<file path="config.mk">
export PLATFORM = sky130hd
export DESIGN_NAME = dmem_arbiter
export DESIGN_NICKNAME = d
export VERILOG_FILES = /design/src/rtl/rv32i_pkg.sv /design/src/rtl/rr_arb2.sv /design/src/rtl/dmem_arbiter.sv
export SDC_FILE = /design/constraint.sdc
export NUM_CORES = 1
export LEC_CHECK = 0
export CAP_MARGIN = 20
export CORE_MARGIN = 10
export CORE_UTILIZATION = 37
export CTS_BUF_LIST = sky130_fd_sc_hd__clkbuf_2
export CTS_CLUSTER_DIAMETER = 150
export DETAILED_ROUTE_END_ITERATION = 6
export HOLD_SLACK_MARGIN = 0.03
export MAX_ROUTING_LAYER = met4
export PLACE_DENSITY_LB_ADDON = 0.15
export SETUP_SLACK_MARGIN = 0.4
export SLEW_MARGIN = 20
export SYNTH_ARGS = -nofsm -noshare
export SYNTH_HDL_FRONTEND = slang
export SYNTH_SLANG_ARGS = --single-unit
</file>
<file path="constraint.sdc">
create_clock -name clk -period 1.8 [get_ports clk]
set_input_delay 0.45 -clock clk [delete_from_list [all_inputs] [get_ports clk]]
set_output_delay 0.45 -clock clk [all_outputs]
set_load 0.05 [all_outputs]
</file>
<file path="src/rtl/rv32i_pkg.sv">
// rtl/rv32i_pkg.sv - shared rv32i widths, data-memory constants and arbiter state type
package rv32i_pkg;
  localparam int DPW      = 32;
  localparam int DMEM_AW  = 10;
  localparam int DMEM_LAT = 2;

  typedef enum logic {ARB_IDLE, ARB_RD_WAIT} arb_state_t;
endpackage

</file>
<file path="src/rtl/rr_arb2.sv">
// rtl/rr_arb2.sv - two-way round-robin grant with last-winner memory
// Grants only while en_i is high; last_gnt moves to whichever port was granted.
module rr_arb2 (
  input  logic       clk,
  input  logic       rst_n,
  input  logic [1:0] req_i,
  input  logic       en_i,
  output logic [1:0] gnt_o
);
  logic last_gnt_q, last_gnt_d;

  always_comb begin
    gnt_o      = 2'b00;
    last_gnt_d = last_gnt_q;
    if (en_i) begin
      case (req_i)
        2'b01:   gnt_o = 2'b01;
        2'b10:   gnt_o = 2'b10;
        2'b11:   gnt_o = last_gnt_q ? 2'b01 : 2'b10;
        default: gnt_o = 2'b00;
      endcase
    end
    if (gnt_o != 2'b00) last_gnt_d = gnt_o[1];
  end

  // Resetting to port 1 hands port 0 the first contention.
  always_ff @(posedge clk or negedge rst_n) begin
    if (!rst_n) last_gnt_q <= 1'b1;
    else        last_gnt_q <= last_gnt_d;
  end
endmodule

</file>
<file path="src/rtl/dmem_arbiter.sv">
// rtl/dmem_arbiter.sv - shares one single-port data RAM between the pipeline and the loader
// Round-robin grants in IDLE; reads hold the RAM for MEM_LAT cycles and answer one cycle later.
module dmem_arbiter
  import rv32i_pkg::*;
#(
  parameter int DPW     = rv32i_pkg::DPW,
  parameter int AW      = DMEM_AW,
  parameter int MEM_LAT = DMEM_LAT
) (
  input  logic           clk,
  input  logic           rst_n,
  input  logic           p0_req_i,
  input  logic           p0_we_i,
  input  logic [AW-1:0]  p0_addr_i,
  input  logic [DPW-1:0] p0_wdata_i,
  output logic           p0_gnt_o,
  output logic           p0_rvalid_o,
  output logic [DPW-1:0] p0_rdata_o,
  output logic           stall_o,
  input  logic           p1_req_i,
  input  logic           p1_we_i,
  input  logic [AW-1:0]  p1_addr_i,
  input  logic [DPW-1:0] p1_wdata_i,
  output logic           p1_gnt_o,
  output logic           p1_rvalid_o,
  output logic [DPW-1:0] p1_rdata_o,
  output logic           mem_en_o,
  output logic           mem_we_o,
  output logic [AW-1:0]  mem_addr_o,
  output logic [DPW-1:0] mem_wdata_o,
  input  logic [DPW-1:0] mem_rdata_i
);
  localparam int CW = $clog2(MEM_LAT + 1);

  arb_state_t     state_q, state_d;
  logic [CW-1:0]  cnt_q, cnt_d;
  logic           owner_q, owner_d;
  logic [1:0]     rvalid_q, rvalid_d;
  logic [DPW-1:0] rdata0_q, rdata0_d, rdata1_q, rdata1_d;
  logic [1:0]     gnt;
  logic           win;

  rr_arb2 u_rr_arb2 (
    .clk   (clk),
    .rst_n (rst_n),
    .req_i ({p1_req_i, p0_req_i}),
    .en_i  (state_q == ARB_IDLE),
    .gnt_o (gnt)
  );

  assign win         = gnt[1];
  assign p0_gnt_o    = gnt[0];
  assign p1_gnt_o    = gnt[1];
  assign mem_en_o    = |gnt;
  assign mem_we_o    = mem_en_o & (win ? p1_we_i : p0_we_i);
  assign mem_addr_o  = win ? p1_addr_i : p0_addr_i;
  assign mem_wdata_o = win ? p1_wdata_i : p0_wdata_i;

  assign p0_rvalid_o = rvalid_q[0];
  assign p1_rvalid_o = rvalid_q[1];
  assign p0_rdata_o  = rdata0_q;
  assign p1_rdata_o  = rdata1_q;
  assign stall_o     = (p0_req_i & ~gnt[0]) | ((state_q == ARB_RD_WAIT) & ~owner_q);

  always_comb begin
    state_d  = state_q;
    cnt_d    = cnt_q;
    owner_d  = owner_q;
    rvalid_d = 2'b00;
    rdata0_d = rdata0_q;
    rdata1_d = rdata1_q;
    case (state_q)
      ARB_IDLE: begin
        if (mem_en_o && !mem_we_o) begin
          state_d = ARB_RD_WAIT;
          cnt_d   = CW'(MEM_LAT);
          owner_d = win;
        end
      end
      ARB_RD_WAIT: begin
        cnt_d = cnt_q - CW'(1);
        // cnt==1 is the cycle the RAM presents the word for the read.
        if (cnt_q == CW'(1)) begin
          state_d           = ARB_IDLE;
          rvalid_d[owner_q] = 1'b1;
          if (owner_q) rdata1_d = mem_rdata_i;
          else         rdata0_d = mem_rdata_i;
        end
      end
      default: state_d = ARB_IDLE;
    endcase
  end

  always_ff @(posedge clk or negedge rst_n) begin
    if (!rst_n) begin
      state_q  <= ARB_IDLE;
      cnt_q    <= '0;
      owner_q  <= 1'b0;
      rvalid_q <= 2'b00;
      rdata0_q <= '0;
      rdata1_q <= '0;
    end else begin
      state_q  <= state_d;
      cnt_q    <= cnt_d;
      owner_q  <= owner_d;
      rvalid_q <= rvalid_d;
      rdata0_q <= rdata0_d;
      rdata1_q <= rdata1_d;
    end
  end
endmodule

</file>
* Word level (Yosys, flattened, before mapping)
Index checks and enable logic that the tools add are counted.
** Word-level totals
- Output and inout port bits :: 113
- Bits in registers :: 71
- Input port bits :: 122
** Operators by class
- Bitwise gates (word level) :: 7
- Add/subtract/negate cells :: 1
- $lt $le $gt $ge :: 2
- Reduce and logical (&&, ||, !) cells :: 8
- Eq/ne operators :: 5
- Mux-type cells :: 15
** Operator list (number)
- two-way mux 32 bit :: 1
- two-way mux 10 bit :: 1
- two-way mux 2 bit :: 5
- one-hot mux 2 bit (3 select lines) :: 1
- AND reduction 3 bit :: 2
- == test 2 x 1 -> 1 bit, second input constant :: 2
- == test 2 bit, second input constant :: 2
- two-way mux 1 bit :: 4
- one-hot mux 2 bit (2 select lines) :: 1
- AND 1 bit :: 3
- inverter 1 bit :: 3
- logical AND 1 bit :: 2
- less-than comparator 1 x 2 -> 1 bit, second input constant :: 1
- inequality test 2 bit, second input constant :: 1
- one-hot mux 1 bit (2 select lines) :: 1
- AND reduction 2 bit :: 1
- nonzero test 2 bit :: 1
- OR reduction 2 bit :: 1
- subtractor 2 x 1 -> 2 bit, second input constant :: 1
- demux 1 bit (select 1 bit) :: 1
- greater-or-equal comparator 1 bit, second input constant :: 1
- logical NOT 1 bit :: 1
- OR 1 bit :: 1

* Depth between registers and ports, before layout
- Depth in word-level cells :: 9
- Gate-level depth with buffers :: 5

* Hierarchy
Synthesis repeated with hierarchy kept, for this count alone.
** Unflattened totals
- Cells, all modules :: 222
- Area, all modules :: 3415.8 µm²
** By module, submodules not included
- dmem_arbiter :: cells an instance 214, area each 3353.2 µm², instances 1
- rr_arb2 :: cells an instance 8, area each 62.6 µm², instances 1

* Worst setup path after synthesis
OpenSTA, ideal clock, no wires.
- Path kind :: register to output
- Start :: register state_q
- End :: output port mem_we_o
- Arrival :: 2.412 ns
- Stages on the path, launching flop included :: 4
- Data required time :: 1.350 ns
- Slack :: -1.062 ns
- Cells stage by stage :: dfrtp_1 > buf_6 > nor2_1 > a21boi_0
** On the way
- Longest elaborated chain between the ends :: 3
** RTL lines
- start: declaration :: RTL line dmem_arbiter.sv:35 : arb_state_t state_q, state_d;
- start signal: assignment :: RTL line dmem_arbiter.sv:103 : state_q <= state_d;
- two-way mux 2 bit :: RTL line rr_arb2.sv:15 : if (en_i) begin
- OR reduction 2 bit :: RTL line dmem_arbiter.sv:54 : assign mem_en_o = |gnt;
- via mem_en_o :: RTL line dmem_arbiter.sv:27 : output logic mem_en_o,
- AND 1 bit :: RTL line dmem_arbiter.sv:55 : assign mem_we_o = mem_en_o & (win ? p1_we_i : p0_we_i);
- end: declaration :: RTL line dmem_arbiter.sv:28 : output logic mem_we_o,
The timed path passes the listed nets, and every way through them passes these cells.

* Final worst setup path
- Start :: input port p1_req_i
- End :: output port mem_wdata_o[3]
** On the way
- Longest elaborated chain between the ends :: 4
** RTL lines
- start: declaration :: RTL line dmem_arbiter.sv:20 : input logic p1_req_i,
- == test 2 bit or == test 2 x 1 -> 1 bit (tied branches) :: RTL line rr_arb2.sv:16 : case (req_i)
- one-hot mux 2 bit (3 select lines) (*) :: RTL line rr_arb2.sv:16
- two-way mux 2 bit (*) :: RTL line rr_arb2.sv:15
- two-way mux 32 bit (*) :: RTL line dmem_arbiter.sv:57 : assign mem_wdata_o = win ? p1_wdata_i : p0_wdata_i;
- end: declaration :: RTL line dmem_arbiter.sv:30 : output logic [DPW-1:0] mem_wdata_o,
Mark *: on every way between the ends. The rest lies on a longest branch, timed or not.

==> impl_metrics.toml <==
[sta]
final_max_slew_viol_count = 0
fin_crit_ns = 2.448
tightest_slew_ns = 0.3483
max-slew-margin-rel_pct = 76.78
finalHoldViolCount = 0
post-route-period-util_pct = 136.0
rsz0062_at_grt = "yes"
finClkSkew_ns = 0.03835
final-setup-viol-count = 47
fmax_mhz = 408.6
hold_ws_ns = 0.2665
worst_slack_ns = -0.6475

[clock_network]
insertion_delay_ns = 0.52
h-tree-depth = 3
cts_num_sinks = 71
clockBufferDepth = 2
cts_tree = "built"
numCtsBuffers = 9
cts.clk_slew.worst_paths_ns = 0.22
cts_root_buffer = "clkbuf_2"

[placed_design]
port_buffers = 234
place.gp.congestion = 0.7417
dpl.hpwl_um = 10410
placed_area_mm2 = 0.006305

[finish]
fin_area_mm2 = 0.007300
layout-area-overhead-vs-synth_pct = 113.5
fill_cells = 521
diodes = 0
finalNetCount = 627
drive_above_1_share_pct = 60.12

[logic_synthesis]
synth_area_leaders = "dfrtp_1 (51%), mux2_2 (23%), mux2_4 (17%), buf_6 (1.6%), buf_2 (0.88%)"
netlist_instances = 222
yosys_warnings = 0
synth_nets = 345
ys_ff_latch = 71
synthesis.area_mm2 = 0.003418
synth_top_cell_area_share_pct = 51.24
synth_area_per_cell_um2 = 15.40
ys_types = 25
yosysSeqAreaShare_pct = 52.01
yosysTopAreaCell = "dfrtp_1"

[critical_path]
worstSetupPathType = "input port to primary output"
reg2reg_to = "cnt_q[0]$_DFFE_PN0P_"
reg2reg_setup_slack_ns = 0.22
r2r_start = "u_rr_arb2.last_gnt_q$_DFFE_PN1P_"
cp.required_ns = 1.35
arrival_ns = 2.00
cp-end-kind = "primary output"
crit_fanout = 6
reg2reg_depth = 6
startpoint_type = "input port"

[power_and_ir_drop]
seq_power_share_pct = 22.3
switching_share_pct = 46.99
switching_power_w = 0.006344
powerDensity_mw_per_mm2 = 1849
p_int_w = 0.007156
peakVddDrop_mv = 1.304
total_power_w = 0.01350
p_leak_nw = 3.488
p_comb_share_pct = 70.5
pwr-share-clk_pct = 7.2

[global_routing]
grt_max_degree = 29
grt_pass1_wl_um = 19690
grt_pass1_vias = 3264
grtUsageTotal_pct = 19.71
grt_overflow = 0
antenna_found_initial = 0

[min_path]
min_path_type = "input port to async pin"

[floorplan]
die_w_um = 116.1
coreArea_mm2 = 0.009109
start_util_pct = 37.53
row_count = 35
pin_count = 235
die_area_mm2 = 0.01348
die_h_um = 116.1

[detailed_routing]
route.detailed.drc = 0
ant_nets = 0
routedWlPerCell_um = 22.63
routed_wl_um = 14030
drtIter0Drc = 107
vias = 2983
first_pass_iters = 4
routed_via_density = 4.811

[job]
maxCapViolations = 0

[run_status]
violations = "negative setup slack"
outcome = "finished, violations left"
==> worst max path at each step <==
stage	startpoint	end	slack [ns]	cells past startpoint
2_1_floorplan	u_rr_arb2.last_gnt_q$_DFFE_PN1P_	mem_addr_o[0]	0.06	4
4_1_cts	u_rr_arb2.last_gnt_q$_DFFE_PN1P_	mem_wdata_o[23]	-0.65	5
5_1_grt	u_rr_arb2.last_gnt_q$_DFFE_PN1P_	mem_wdata_o[4]	-0.73	6
3_3_place_gp	p0_req_i	mem_wdata_o[31]	-0.51	6
3_5_place_dp	p0_req_i	mem_wdata_o[30]	-0.52	6
6_report	p1_req_i	mem_wdata_o[3]	-0.65	7
==> synthesized netlist by cell type (all sizes together) <==
| library cell | instances |
|---|---|
| nand2 | 3 |
| a21boi | 1 |
| or2b | 2 |
| nand2b | 2 |
| nor2b | 2 |
| nand3 | 3 |
| a2bb2oi | 1 |
| ha | 1 |
| a21oi | 2 |
| o22ai | 1 |
| dfstp | 1 |
| nor2 | 4 |
| buf | 11 |
| mux2 | 107 |
| nor3 | 1 |
| o21ai | 2 |
| inv | 6 |
| and2 | 1 |
| dfrtp | 70 |
| o221a | 1 |
==> timing repair <==
action | 4_1_cts | 5_1_grt
endpoints found under the setup margin | 178 | 170
endpoints found under the hold margin | 70 | 0
hold buffers | 1 | 0
gates resized for setup | 88 | 45
buffers inserted | 8 | 13
cloned | 3 | 4
pin swaps | 5 | 9
==> placed cells by master (no fill, tap or decap), drive strengths merged <==
cell           instances
dfstp                  1
nor2b                  2
nand2b                 2
clkinv                 2
dlygate4sd3            1
a2bb2oi                1
o21ai                  2
ha                     1
a21boi                 1
nor2                   4
clkbuf                13
bufinv                 1
clkinvlp               1
or2b                   2
nor3                   1
o22ai                  1
nand2                  3
clkdlybuf4s50        119
nand3                  3
dfrtp                 70
a21oi                  2
mux2                 107
inv                    9
buf                  157
dlygate4sd2            1
and2                   1
o221a                  1
==> worst max-delay path, stage by stage <==
cell	delay, ns
clkdlybuf4s50_1	0.49
nor2b_4	0.22
nand2_8	0.10
buf_12	0.15
buf_16	0.13
mux2_4	0.31
buf_12	0.15
==> cells by family (layout without fill, tap and decap cells) <==
group / Yosys count / count (layout) / share of synthesized area, %
AO/OA/AOI/OAI: 8 / 8 / 1.574
adder cells (fa/ha/maj): 1 / 1 / 0.3660
buffers and inverters: 17 / 304 / 3.184
flip-flops: 71 / 71 / 52.01
multiplexers: 107 / 107 / 39.42
AND/OR/NAND/NOR: 18 / 18 / 3.440
==> state kept, by name, indices dropped and copies added (netlist names) <==
signal	flops
owner_q	1
state_q	1
u_rr_arb2.last_gnt_q	1
p0_rdata_o	32
p1_rdata_o	32
rvalid_q	2
cnt_q	2
==> through the flow <==
step	utilization, %	setup WS (ns)	cells	TNS (ns)
3_5_place_dp	69.22	-0.5226	575	-22.87
5_1_grt	80.14	-0.7295	620	-31.12
3_3_place_gp	69.22	-0.5142	575	-22.15
6_report	80.14	-0.6475	620	-26.71
2_1_floorplan	-	0.05530	222	0
4_1_cts	75.99	-0.6525	603	-28.10
==> final cells by class <==
| type | instances | area [µm²] | area share, % |
|---|---|---|---|
| timing repair buffer | 282 | 3463 | 47.45 |
| sequential | 71 | 1778 | 24.36 |
| multi-input combinational | 134 | 1772 | 24.27 |
| tap | 111 | 138.9 | 1.903 |
| clock inverter | 7 | 80.08 | 1.097 |
| clock buffer | 9 | 45.04 | 0.6171 |
| inverter | 6 | 22.52 | 0.3085 |
==> power groups by stage <==
stage	Sequential, W	Combinational (W)	Clock [W]
after CTS	0.00298	0.00887	0.000995
after global routing	0.00311	0.00986	0.00108
after floorplan	0.00548	0.00243	0
final	0.00301	0.00952	0.000968
after global placement	0.00281	0.00795	0
after detailed placement	0.00286	0.00804	0
==> metal layers <==
metal	share of wire [%]	wire, µm	track usage, %
met5	0	0	-
met4	1.1	159	4.420
met3	9.1	1271	7.910
met2	54	7629	34.70
met1	35	4971	20.27
No activity file was read; power rests on OpenSTA's default activity.
==> edit (same flow settings) <==
Take the reset off `rdata1_q` and load it in a clocked block of its own.
--- a/src/rtl/dmem_arbiter.sv
+++ b/src/rtl/dmem_arbiter.sv
@@ -100,3 +100,2 @@
       rdata0_q <= '0;
-      rdata1_q <= '0;
     end else begin
@@ -107,4 +106,7 @@
       rdata0_q <= rdata0_d;
-      rdata1_q <= rdata1_d;
     end
+  end
+
+  always_ff @(posedge clk) begin
+    rdata1_q <= rdata1_d;
   end
Check against the original RTL: differs if rst_n is asserted again (counterexample within 4 cycles, from zero or initial values and one cycle with rst_n low); with rst_n held inactive, the same outputs for 10 cycles.
==> edit against the unedited design <==
- the run still ends with setup timing left
- synthesized area is 6.4% lower
- total power is 16% lower
- setup slack worse by 0.047 ns
- design area is 0.38% lower
- routed wire length rose by 6.3%
- count of clock-buffer cells in the layout up 3
- maximum frequency fell by 1.9%
- sequential cell count stayed put
- critical endpoint is now mem_wdata_o[7]
==> edit: results (changes against the unedited design) <==
=================================================================================
Unique masters post-synth                                                      28   +12%
Crit-path max cell delay                                                  0.45 ns   -0.04 ns
Capture point of the worst reg-to-reg path                           p0_rdata_o[5]
Capturing instance or port of the critical path                      mem_wdata_o[7]
Top cells by count, synth                                            38 x sky130_fd_sc_hd__dfrtp_1, 38 x sky130_fd_sc_hd__mux2_4, 32 x sky130_fd_sc_hd__edfxtp_1, 19 x sky130_fd_sc_hd__mux2_1, 18 x sky130_fd_sc_hd__mux2_2
Share of post-route cells with drive strength above 1                       58.9%   -1.2 points
Slack of the worst reg-to-reg path                                       -0.01 ns   -0.23 ns
Failing checks                                                       setup timing
Detailed placement HPWL                                                  10400 um   about the same
Non-clock buffers, area share                                               50.2%   +2.8 points
Worst rel slew slack                                                        68.0%   -8.8 points
Multi-In Gates                                                                105   -22%
Count of plain and timing-repair buffers                                      298   +5.7%
Seq. pwr                                                                  2.70 mW   -10%
Wire length of the first global-routing pass                             21300 um   +8.1%
Setup WS post-layout                                                    -0.695 ns   -0.0471 ns
Violation count after the first detailed-routing iteration                    103   -3.7%
Post-detailed-route wirelength per cell                                   24.9 um   +10%
Worst reg2reg path startpoint                                             state_q
Clock tree cell share of total cell area                                   0.998%   -0.72 points
Count of flip-flops with a built-in enable after synthesis                     32   +32
Register clock-pin slew on the reported worst setup and hold paths        0.18 ns   -0.04 ns
Slowest cell on crit path                                            sky130_fd_sc_hd__dfrtp_2
Fin Clk Skew                                                            0.0166 ns   -0.0217 ns
Power density over cell area                                          1560 mW/mm2   -16%
Count of filler cells inserted in the layout                                  379   -27%
Sequential cell area fraction in the yosys report                           60.6%   +8.6 points
Count of port buffers added during placement                                  234   unchanged
Net count after synthesis                                                     310   -10%
Largest net degree at the start of global routing                              22   -24%
Worst EP arrival                                                          2.04 ns   +0.04 ns
Status                                                               complete, but fails checks
Share of the final layout cell area in sequential cells                     26.7%   +2.3 points
Top cells by area, synth                                             sky130_fd_sc_hd__edfxtp_1 30%, sky130_fd_sc_hd__dfrtp_1 30%, sky130_fd_sc_hd__mux2_4 18%
Cell count of the worst reg-to-reg path                                         9   +3
Net switching share of the total power                                      44.1%   -2.9 points
Count of non-CTS inverters in the layout                                        5   -1
Instance area after placement                                         0.00604 mm2   -4.1%
Worst-case vdd ir drop                                                    1.19 mV   -9.0%
Share of total power in the clock network                                    6.0%   -1.2 points
Leakage                                                                   3.37 nW   -3.5%
Clock network latency to the later pin of the worst-skew pair             0.48 ns   -0.04 ns
Number of global-route vias before repair                                    3111   -4.7%
Overall global routing resource usage                                       22.8%   +3.1 points
Number of setup violations in the final report                                 51   +8.5%
Crit-path max FO                                                                5   -1
Count of clock-net buffers in the final layout                                 12   +3
Number of vias per cell after detailed routing                               4.73   -1.7%
Post-layout nets                                                              613   -2.2%
=================================================================================
==> edit: cell count changes after synthesis, moves of 2 or more <==
cell and change:
sky130_fd_sc_hd__and3_1 +2, sky130_fd_sc_hd__buf_2 -3, sky130_fd_sc_hd__dfrtp_1 -32, sky130_fd_sc_hd__edfxtp_1 +32, sky130_fd_sc_hd__mux2_1 +19, sky130_fd_sc_hd__mux2_2 -51
sky130_fd_sc_hd__nand2b_1 +2, sky130_fd_sc_hd__nand3_2 -2, sky130_fd_sc_hd__or2b_1 -2
==> edit: metal layers <==
metal	track usage, %	wire length [um]	up-vias
met2	41.4	8450	117
li1	-	-	1308
met4	3.72	191	0
met5	-	0	-
met3	7.40	1040	15
met1	23.8	5240	1394
==> edit: critical path: cells and delay by family (launching register included) <==
kind	cells	cell delay [ns]
flip-flops	1	0.45
multiplexers	1	0.31
buffers and inverters	3	0.45
AND/OR/NAND/NOR	2	0.36
==> edit: timing repair <==
item / CTS / global route
endpoints found under the setup margin: 178 / 181
endpoints found under the hold margin: 17 / 0
gates resized for setup: 141 / 11
setup buffers: 23 / 17
pin swaps: 6 / 6
gates cloned: 9 / 2
hold buffers: 1 / 0
==> edit: through the flow <==
step	total power, mW	setup WS [ns]	std cells	hold slack [ns]	setup TNS [ns]
floorplan	6.27	0.0209	187	0.154	0
global route	11.8	-0.779	599	0.452	-33.27
detailed placement	8.64	-0.619	532	0.434	-24.46
global placement	8.53	-0.591	532	0.430	-23.39
finish	11.4	-0.695	599	0.430	-29.10
CTS	10.9	-0.705	580	0.429	-28.65
==> edit: logic make-up after synthesis <==
group,share of synthesized area [%]
and+or+nand+nor,3.76
adders and majority gates,0.391
AOI/OAI and AO/OA,1.68
muxes,30.9
buffers and inverters,2.70
DFF,60.6
